## config.mk

```make
export PLATFORM = sky130hd
export DESIGN_NAME = hazard_control_unit
export DESIGN_NICKNAME = d
export VERILOG_FILES = /design/src/rtl/hazard_control_unit.sv
export SDC_FILE = /design/constraint.sdc
export NUM_CORES = 1
export LEC_CHECK = 0
export BUFFER_PORTS_ARGS = -buffer_cell sky130_fd_sc_hd__buf_2
export CAP_MARGIN = 30
export CORE_UTILIZATION = 51
export CTS_BUF_LIST = sky130_fd_sc_hd__clkbuf_8
export DETAILED_ROUTE_END_ITERATION = 7
export PLACE_DENSITY = 0.85
export SYNTH_ARGS = -nofsm -noshare
export SYNTH_HDL_FRONTEND = slang
export SYNTH_SLANG_ARGS = --single-unit
```

## constraint.sdc

```tcl
create_clock -name Clk_i -period 2.9 [get_ports Clk_i]
set_clock_uncertainty 0.05 [all_clocks]
set_input_delay 0.145 -clock Clk_i [delete_from_list [all_inputs] [get_ports Clk_i]]
set_output_delay 0.145 -clock Clk_i [all_outputs]
set_load 0.01 [all_outputs]
```

## src/rtl/hazard_control_unit.sv

```systemverilog
// Pipeline hazard controller: load-use stall sequencing, taken-branch flush
// sequencing, EX operand forwarding selects and a saturating stall-cycle counter.
module hazard_control_unit #(
   parameter int REG_AW     = 5,
   parameter int LOAD_LAT   = 1,
   parameter int BR_PENALTY = 1,
   parameter int CNT_W      = 16
) (
   input  logic              Clk_i,
   input  logic              Rst_ni,
   input  logic              ID_EX_MemRead_i,
   input  logic              ID_EX_RegWrite_i,
   input  logic              EX_MEM_RegWrite_i,
   input  logic              MEM_WB_RegWrite_i,
   input  logic [REG_AW-1:0] IF_ID_Rs_i,
   input  logic [REG_AW-1:0] IF_ID_Rt_i,
   input  logic [REG_AW-1:0] ID_EX_Rs_i,
   input  logic [REG_AW-1:0] ID_EX_Rt_i,
   input  logic [REG_AW-1:0] ID_EX_Rd_i,
   input  logic [REG_AW-1:0] EX_MEM_Rd_i,
   input  logic [REG_AW-1:0] MEM_WB_Rd_i,
   input  logic              BranchTaken_i,
   input  logic              ClrCount_i,
   output logic              PCWrite_o,
   output logic              IF_ID_Write_o,
   output logic              ID_EX_Bubble_o,
   output logic              IF_Flush_o,
   output logic [1:0]        ForwardA_o,
   output logic [1:0]        ForwardB_o,
   output logic [CNT_W-1:0]  StallCount_o
);

   // state  | meaning
   // IDLE   | normal flow; first stall or first flush cycle is decided here
   // LSTALL | remaining load-use stall cycles (LOAD_LAT > 1 only)
   // FLUSH  | remaining branch flush cycles (BR_PENALTY > 1 only)
   typedef enum logic [1:0] {
      IDLE   = 2'd0,
      LSTALL = 2'd1,
      FLUSH  = 2'd2
   } state_t;

   // The IDLE cycle already supplies one stall/flush cycle, so the extra
   // phase only needs the remaining count.
   localparam logic [2:0] LSTALL_INIT = 3'(LOAD_LAT - 1);
   localparam logic [2:0] FLUSH_INIT  = 3'(BR_PENALTY - 1);

   state_t           state_q, state_d;
   logic [2:0]       cnt_q, cnt_d;
   logic [CNT_W-1:0] stall_cnt_q, stall_cnt_d;
   logic             load_use_hit;
   logic             stall_raw, flush_raw;
   logic             stall_act, flush_act;

   // Register 0 is hardwired, so a zero destination never hazards.
   assign load_use_hit = ID_EX_MemRead_i && ID_EX_RegWrite_i && (ID_EX_Rd_i != '0) &&
                         ((ID_EX_Rd_i == IF_ID_Rs_i) || (ID_EX_Rd_i == IF_ID_Rt_i));

   // Next-state and combinational stall/flush decode; stall beats branch in IDLE.
   always_comb begin
      state_d   = state_q;
      cnt_d     = cnt_q;
      stall_raw = 1'b0;
      flush_raw = 1'b0;
      case (state_q)
         IDLE: begin
            if (load_use_hit) begin
               stall_raw = 1'b1;
               if (LOAD_LAT > 1) begin
                  state_d = LSTALL;
                  cnt_d   = LSTALL_INIT;
               end
            end else if (BranchTaken_i) begin
               flush_raw = 1'b1;
               if (BR_PENALTY > 1) begin
                  state_d = FLUSH;
                  cnt_d   = FLUSH_INIT;
               end
            end
         end
         LSTALL: begin
            stall_raw = 1'b1;
            if (cnt_q <= 3'd1) begin
               state_d = IDLE;
               cnt_d   = 3'd0;
            end else begin
               cnt_d = cnt_q - 3'd1;
            end
         end
         FLUSH: begin
            flush_raw = 1'b1;
            if (cnt_q <= 3'd1) begin
               state_d = IDLE;
               cnt_d   = 3'd0;
            end else begin
               cnt_d = cnt_q - 3'd1;
            end
         end
         default: begin
            state_d = IDLE;
            cnt_d   = 3'd0;
         end
      endcase
   end

   // Reset forces pass-through outputs even if the inputs describe a hazard.
   assign stall_act = stall_raw & Rst_ni;
   assign flush_act = flush_raw & Rst_ni;

   assign PCWrite_o      = ~stall_act;
   assign IF_ID_Write_o  = ~stall_act;
   assign ID_EX_Bubble_o = stall_act;
   assign IF_Flush_o     = flush_act;

   // EX operand select: EX_MEM result is newer, so it wins over MEM_WB.
   function automatic logic [1:0] fwd_sel(input logic [REG_AW-1:0] src);
      if (EX_MEM_RegWrite_i && (EX_MEM_Rd_i != '0) && (EX_MEM_Rd_i == src))
         return 2'b10;
      else if (MEM_WB_RegWrite_i && (MEM_WB_Rd_i != '0) && (MEM_WB_Rd_i == src))
         return 2'b01;
      else
         return 2'b00;
   endfunction

   assign ForwardA_o = Rst_ni ? fwd_sel(ID_EX_Rs_i) : 2'b00;
   assign ForwardB_o = Rst_ni ? fwd_sel(ID_EX_Rt_i) : 2'b00;

   // Stall-cycle counter: clear beats increment, saturates at all-ones.
   always_comb begin
      stall_cnt_d = stall_cnt_q;
      if (ClrCount_i)
         stall_cnt_d = '0;
      else if (stall_act && (stall_cnt_q != '1))
         stall_cnt_d = stall_cnt_q + 1'b1;
   end

   assign StallCount_o = stall_cnt_q;

   // State, sequence counter and stall counter registers.
   always_ff @(posedge Clk_i or negedge Rst_ni) begin
      if (!Rst_ni) begin
         state_q     <= IDLE;
         cnt_q       <= 3'd0;
         stall_cnt_q <= '0;
      end else begin
         state_q     <= state_d;
         cnt_q       <= cnt_d;
         stall_cnt_q <= stall_cnt_d;
      end
   end

endmodule

```

; ---- After elaboration in Yosys (flattened, before gate mapping)
; Index checks and enable logic that the tools add are counted.
[word_totals]
reg_bits = 21
word_cells = 55
output_inout_bits = 24
inputBits = 43
[op_classes]
n_eq_ne = 10
n_addsub = 2
order_cmp = 1
reduce_logical = 18
bitwise = 4
n_mux = 17
[ops]
columns = operator, n
row1 = 16-bit 2-to-1 mux, 2
row2 = 5-bit equality test, 6
row3 = 16-bit by 1-bit adder with 16-bit output (second input constant), 1
row4 = 16-bit != test (second input constant), 1
row5 = 5-bit nonzero test, 3
row6 = 1-bit logical AND, 10
row7 = 2-bit 2-to-1 mux, 5
row8 = 3-bit one-hot mux with 2 select lines, 1
row9 = 1-bit 2-to-1 mux, 5
row10 = 1-bit one-hot mux with 2 select lines, 2
row11 = 2-bit one-hot mux with 2 select lines, 1
row12 = 3-bit by 1-bit less-or-equal comparator with 1-bit output (second input constant), 1
row13 = 3-bit 2-to-1 mux, 1
row14 = 3-bit by 1-bit subtractor with 3-bit output (second input constant), 1
row15 = 1-bit AND, 2
row16 = 2-bit by 1-bit equality test with 1-bit output (second input constant), 1
row17 = 2-bit equality test (second input constant), 1
row18 = 2-bit logical NOT, 1
row19 = 2-bit by 1-bit != test with 1-bit output (second input constant), 1
row20 = 1-bit NOT, 2
row21 = 2-bit AND reduction, 1
row22 = 2-bit nonzero test, 1
row23 = 2-bit OR reduction, 1
row24 = 1-bit logical OR, 1

; ---- Logic depth before layout (Yosys ltp)
; Gate-level depths: netlist of run 1.
[logic_depth]
depth_word = 9
ltp_mapped = 7
mapped_depth_nobuf = 6

; ---- Least setup slack after synthesis of run 1
; Ideal clock, no wire load.
[synth_path]
path_kind = register to register
startpoint = reg stall_cnt_q[0], in the netlist StallCount_o[0]
endpoint = reg stall_cnt_q[12], in the netlist StallCount_o[12]
n_path_buf = 0
stages_incl_launch_ff = 7
required_time_ns = 2.772
synth_period_minus_slack_ns = 2.008
path_slack_ns = 0.892
t_arrival_ns = 1.880
setup_time_ns = 0.078
path_cell_list = dfrtp_1 > ha_1 > inv_1 > or3_1 > or2_4 > or4_1 > a21oi_1
[synth_via]
elab_chain_len = 3
elab_cells_between_ends = 6
cone_classes = 1 x add/sub / 1 x eq/ne / 2 x mux / 2 x reduce/logical
[synth_rtl]
columns = item, line_no
row1 = from (decl), 50  ; logic [CNT_W-1:0] stall_cnt_q, stall_cnt_d;
row2 = from (signal assigned), 148  ; stall_cnt_q <= stall_cnt_d;
row3 = 16-bit by 1-bit adder with 16-bit output or 16-bit != test (tied branches), "134, 133"
row4 = 16-bit 2-to-1 mux or 1-bit logical AND (tied branches), 133  ; else if (stall_act && (stall_cnt_q != '1))
row5 = 16-bit 2-to-1 mux or 2-bit nonzero test (tied branches), n/a
; Parallel ways exist; a longest one is shown, timed or not. The select of a mux whose other input is x is not followed.
; A chain may end at the register's enable or synchronous reset.

; ---- Worst setup path in the final report of run 1
[layout_path]
startpoint = in Rst_ni
endpoint = out ForwardB_o[0]
[layout_via]
elab_chain_len = 1
[layout_rtl]
columns = item, line_no
row1 = from (decl), 10  ; input logic Rst_ni,
row2 = 2-bit 2-to-1 mux, 126  ; assign ForwardB_o = Rst_ni ? fwd_sel(ID_EX_Rt_i) : 2'b00;
row3 = to (decl), 29  ; output logic [1:0] ForwardB_o,
; Every way passes these cells.

==> results.ini, run 1 <==
[global_routing]
grt_pass1_vias = 1229
overflow = 0
grt_pass1_wl_um = 5150
grt_util_all_layers_pct = 24.2
antenna_found_initial = 0
grt_max_degree = 26

[floorplanning]
io_pins = 67
fp.dieW_um = 54.2
die_area_um2 = 2930
die_h_um = 54.2
start_util_pct = 55.0
rows = 18
coreArea_um2 = 2520

[cells_and_area]
nFillCells = 236
largest_register_ff_count = 16
syn_to_final_growth_pct = 29.5
drive_gt1_share_pct = 35.8
regArea_um2 = 400
multi_input_area_um2 = 943
antenna_cells = 0
layout.nets = 275

[clock_network]
cts_tree = built
cts.clk_slew.worst_paths_ns = 0.06
worstSkewPairLatency_ns = 0.25
root_buffer = clkbuf_8
clock_path_buffers = 2
post_cts_resized = 0
clock-sinks = 16
htree_levels = 1
cts_buffers = 3

[synthesis]
synthCells = 162
synth-compound-area-share_pct = 12.6
synth_area_um2 = 1390
synth_top_area_share_pct = 28.9
syn-num-nets = 206
ys_ff_latch = 16
async_flop_share_pct = 100
syn_area_per_cell_um2 = 8.57
synthAdderAreaFrac_pct = 0.902
synth_top_family_by_area = simple AND/OR/NAND/NOR gates
synth_edf_count = 0
synth_top_flop_cell = dfrtp_1
synth_commonest_cells = 22 x xor2_1, 16 x dfrtp_1, 12 x or4_1
synth_cell_type_count = 33
yosysSeqAreaShare_pct = 28.9
yosysWarnings = 0
yosysTopAreaCell = dfrtp_1
synth_most_common_cell = xor2_1
synthSimpleGateAreaFrac_pct = 29.9
synth_xor_area_share_pct = 18.9
synth_area_leaders = dfrtp_1 29%, xor2_1 14%, or4_1 6.5%
synthMuxAreaShare_pct = 5.59

[route]
drt-pass1-iter-count = 4
vias = 1500
post_drt_wl_per_cell_um = 13.2
initialDrtViolationCount = 39
antenna_left = 0
drt-total-wl_um = 3410
viasPerCell = 5.79
drc = 0

[critical_path]
slowest_stage = or4_1
r2r_end = StallCount_o[12]
cp-start-kind = input port
path_delay_family = buffers and inverters
cp_num_cells = 6
crit_path_start = Rst_ni
rrSetupSlack_ns = 0.84
crit_fanout = 10
crit_arrival_ns = 1.98
crit_required_ns = 2.71
endpoint = ForwardB_o[0]
crit_chain = dlygate4sd3_1 > buf_2 > o211ai_1 > or4_1 > nor4_1 > buf_2
path_class = input port to output pin
cpPeakStageDelay_ns = 0.56
crit_top_cell = buf_2
path_buf_inv = 3
reg2reg_from = StallCount_o[0]
reg2reg_depth = 6
cp-end-kind = output pin

[timing]
period_share_pct = 75.1
fin_crit_ns = 2.18
fin_setup_tns_ns = 0
slew_viol_final = 0
hold_viol_final = 0
tightest_slew_ns = 0.644
clock.fmax_ghz = 0.459
grt_setup_unrepaired = false
relSlewSlack_pct = 56.6
fin_ws_ns = 0.723
final-setup-viol-count = 0

[place]
dp_slack_ns = 0.866
hpwl_um = 2700
gp_congestion = 0.932
portBuffers = 66

[pwr]
leakagePower_uw = 0.000822
vdd_ir_drop_max_v = 0.000342
powerDensity_nw_per_um2 = 282

[worst_hold_path]
hp-class = input port to asynchronous set/reset pin

[outcome]
outcome = finished clean

[run]
cap_violations = 0

==> how the worst min path moves through the flow <==
stage            from                to
3_5_place_dp   Rst_ni  StallCount_o[15]
2_1_floorplan  Rst_ni   StallCount_o[0]
6_report       Rst_ni  StallCount_o[15]
3_3_place_gp   Rst_ni  StallCount_o[15]
4_1_cts        Rst_ni  StallCount_o[15]
5_1_grt        Rst_ni  StallCount_o[15]
==> metrics by stage <==
step                      total power (uW)  instances  cell area (um^2)  utilization (%)  hold slack, ns
after floorplan                        282        162              1390                -          -0.201
after global placement                 339        255              1750             69.2         -0.0497
after CTS                              509        259              1800             71.2           0.218
final                                  507        259              1800             71.2           0.218
after global routing                   527        259              1800             71.2           0.238
after detailed placement               341        255              1750             69.2         -0.0496
==> timing repair <==
item	CTS	global route
hold endpoints to repair	16	0
setup endpoints to repair	0	0
hold buffers	1	0
buffers inserted	0	0
==> layer usage <==
layer	vias to the layer above	track usage [%]	share of wire, %
li1	735	-	-
met1	712	29.3	43
met2	48	43.7	50
met3	5	2.82	6.0
met4	0	7.69	1.3
met5	-	0	0
==> power by group <==
part | leakage (uW) | internal, uW | switching [uW] | total, uW
Sequential | 0.000224 | 223 | 0.243 | 224
Combinational | 0.000577 | 53.3 | 61.5 | 115
Clock | 0.0000216 | 92.3 | 76.4 | 169
==> logic make-up after synthesis <==
family,Yosys count
AND/OR/NAND/NOR,73
XOR/XNOR,30
adder cells (fa/ha/maj),1
AO/OA/AOI/OAI,26
multiplexers,7
flip-flops,16
buffers and inverters,9
==> placed cells by master, fill, tap and decap left out, drive strengths merged, types with 2 or more instances in the layout <==
cell and instances:
nand2b 3, nor4 6, or3 2, mux2 6
buf 69, inv 3, and2 2, nand4 5
xnor2 8, nor2b 6, nor2 11, dfrtp 16
o21ai 3, nand2 5, o211a 2, o31ai 7
a21oi 8, nor3 9, or4 12, xor2 22
nand3 7, or2 4, o211ai 2, clkbuf 3
==> final cells by class <==
class | count | share of cell area (%)
clock buffers | 3 | 2.30
well taps | 30 | 2.09
inverters | 3 | 0.627
flip-flops and latches | 16 | 22.3
multi-input cells | 137 | 52.5
repair buffers | 70 | 20.2
Power figures use the tool's default switching activity.
==> run 2, diff against run 1 <==
ABC_AREA = 1   (was unset)
CORE_UTILIZATION = 45   (was 51)
PLACE_DENSITY = 0.77   (was 0.85)
clock period = 1.8 ns   (was 2.9 ns; I/O delays follow)
==> run 2 against run 1 <==
Compared with the run above: core utilization fell by 10 points; register-to-register slack lost 0.70 ns; critical path depth rose by 4; combinational power up 110%; flip-flop and latch count is the same; clock power up 97%.
==> results.ini, run 2 <==
[critical_path]
crit_fanout = 16
slowest_stage = dfrtp_1
rrSetupSlack_ns = 0.14
path_delay_family = simple AND/OR/NAND/NOR gates
reg2reg_from = StallCount_o[1]
cp-end-kind = flop
reg2reg_depth = 10
cp-start-kind = flop
crit_top_cell = nand2_1
path_class = flop to flop
crit_chain = ha_1 > nand2_1 > inv_1 > nand2_1 > nor2_2 > nand2_1 > nand4_4 > nand2_4 > nand2_1 > nand2_1
path_buf_inv = 1
r2r_end = StallCount_o[7]
cpPeakStageDelay_ns = 0.39
crit_arrival_ns = 1.76
crit_required_ns = 1.90

[cells_and_area]
post-route-util_pct = 61.3
antenna_cells = 0
layout.nets = 370
nFillCells = 347
layout_common_cells = 72 x nand2_1, 66 x buf_2, 40 x nor2_1
drive_gt1_share_pct = 26.5
largest_register_ff_count = 16
syn_to_final_growth_pct = 29.6
layout_commonest_cell = nand2_1

[pwr]
switchingPower_uw = 278
vdd_ir_drop_max_v = 0.000325
clockPowerShare_pct = 35.1
p_int_uw = 671
seqPwrFrac_pct = 39.7
leakagePower_uw = 0.00118
p_comb_share_pct = 25.2
swShare_pct = 29.3
powerDensity_nw_per_um2 = 464

[floorplanning]
io_pins = 67
fp.dieW_um = 61.2
rows = 21
coreArea_um2 = 3340
die_area_um2 = 3750
die_h_um = 61.2
start_util_pct = 47.3

[timing]
grt_setup_unrepaired = true
final-setup-viol-count = 0
period_share_pct = 92.1
clock.fmax_ghz = 0.603
fin_crit_ns = 1.66
hold_viol_final = 0
tightest_slew_ns = 0.367
slew_viol_final = 0
relSlewSlack_pct = 75.2
hold_ws_ns = 0.269

[global_routing]
grt_pass1_vias = 1503
grt_max_degree = 17
overflow = 0
grt_util_all_layers_pct = 23.1
antenna_found_initial = 0
grt_pass1_wl_um = 6460

[synthesis]
synth_area_leaders = dfrtp_1 25%, nand2_1 17%, nor2_1 9.5%
synth_commonest_cells = 72 x nand2_1, 40 x nor2_1, 29 x inv_1
synth_area_um2 = 1580
synth_top_flop_cell = dfrtp_1
syn-num-nets = 297
ys_ff_latch = 16
synth_most_common_cell = nand2_1
synth_cell_type_count = 30
synth_top_area_share_pct = 25.4
yosysTopAreaCell = dfrtp_1
syn_area_per_cell_um2 = 6.24
yosysWarnings = 0
async_flop_share_pct = 100
synthCells = 253
synth_edf_count = 0
yosysSeqAreaShare_pct = 25.4

[route]
post_drt_wl_per_cell_um = 10.8
drt-pass1-iter-count = 7
drt-total-wl_um = 4000
initialDrtViolationCount = 101
vias = 1772
antenna_left = 0
drc = 0
viasPerCell = 4.78

[clock_network]
root_buffer = clkbuf_8
clock_path_buffers = 2
cts.clk_slew.worst_paths_ns = 0.07
cts_tree = built
clock-sinks = 16
cts_buffers = 3
worstSkewPairLatency_ns = 0.26
htree_levels = 1
postCtsSetupBuffers = 0

[place]
portBuffers = 66
hpwl_um = 3190
gp_congestion = 0.877

[run]
cap_violations = 0

[worst_hold_path]
hp-class = input port to flop
min_to = StallCount_o[6]
hold_depth = 4
min-delay-start = ClrCount_i

[outcome]
outcome = finished clean

[run 2: changes by cell type after synthesis, sizes merged, moves of 7 or more]
| cell | change |
|---|---|
| inv | +30 |
| nand3 | +21 |
| nor2 | +30 |
| xor2 | -9 |
| nand2 | +69 |
| o31ai | -7 |
| or4 | -12 |
[run 2: area by class of cell]
class                      instances  area, um^2  area share, %
clock buffer                       4        55.1           2.69
inverter                          34         128           6.24
multi-input combinational        197        1010           49.3
sequential                        16         400           19.6
tap                               46        57.6           2.82
timing repair buffer              74         397           19.4
[run 2: worst max path at each step]
| stage | start | end | slack (ns) | cells after the start |
|---|---|---|---|---|
| 6_report | StallCount_o[1] | StallCount_o[7] | 0.14 | 10 |
| 3_5_place_dp | StallCount_o[1] | StallCount_o[15] | 0.12 | 10 |
| 2_1_floorplan | StallCount_o[0] | StallCount_o[0] | 0.14 | 11 |
| 5_1_grt | StallCount_o[1] | StallCount_o[12] | -0.03 | 10 |
| 4_1_cts | StallCount_o[1] | StallCount_o[12] | 0.11 | 10 |
| 3_3_place_gp | StallCount_o[0] | StallCount_o[13] | 0.16 | 10 |
[run 2: metal layers]
metal,up-vias,global-route usage (%),wire length [um]
met1,766,30.2,1880
met5,-,0,0
met4,0,6.17,53
met3,7,4.41,227
li1,944,-,-
met2,55,39.1,1840
[run 2: cell families (layout without fill, tap and decap cells)]
kind of cell / after synthesis / count (layout) / synth area share (%)
AND/OR/NAND/NOR: 157 / 157 / 43.4
adder cells (fa/ha/maj): 1 / 1 / 0.793
flip-flops: 16 / 16 / 25.4
XOR/XNOR: 26 / 26 / 14.4
AO/OA/AOI/OAI: 13 / 13 / 5.23
buffers and inverters: 40 / 112 / 10.8
[run 2: what timing repair did]
item | in CTS | in global routing
hold buffers | 1 | 0
gates resized for setup | 0 | 1
endpoints found under the setup margin | 0 | 11
hold endpoints to repair | 16 | 0
[run 2: through the flow]
stage / setup TNS (ns) / total power (uW) / std cells / cell area (um^2) / setup WS (ns)
2_1_floorplan: 0 / 509 / 253 / 1580 / 0.142
3_3_place_gp: 0 / 618 / 366 / 1980 / 0.162
3_5_place_dp: 0 / 620 / 366 / 1980 / 0.117
4_1_cts: 0 / 957 / 371 / 2040 / 0.107
5_1_grt: -0.116 / 1010 / 371 / 2040 / -0.0254
6_report: 0 / 948 / 371 / 2040 / 0.143
[run 2: worst reg2reg max path: stages (launching register included)]
cell and delay (ns):
dfrtp_1 0.39, ha_1 0.18, nand2_1 0.07, inv_1 0.07, nand2_1 0.08, nor2_2 0.15
nand2_1 0.10, nand4_4 0.16, nand2_4 0.15, nand2_1 0.10, nand2_1 0.05
[run 2: power by group through the flow]
stage	clock network, uW	registers [uW]	logic, uW
2_1_floorplan	0	388	121
3_3_place_gp	0	383	235
3_5_place_dp	0	383	237
4_1_cts	341	377	240
5_1_grt	356	378	273
6_report	333	377	239
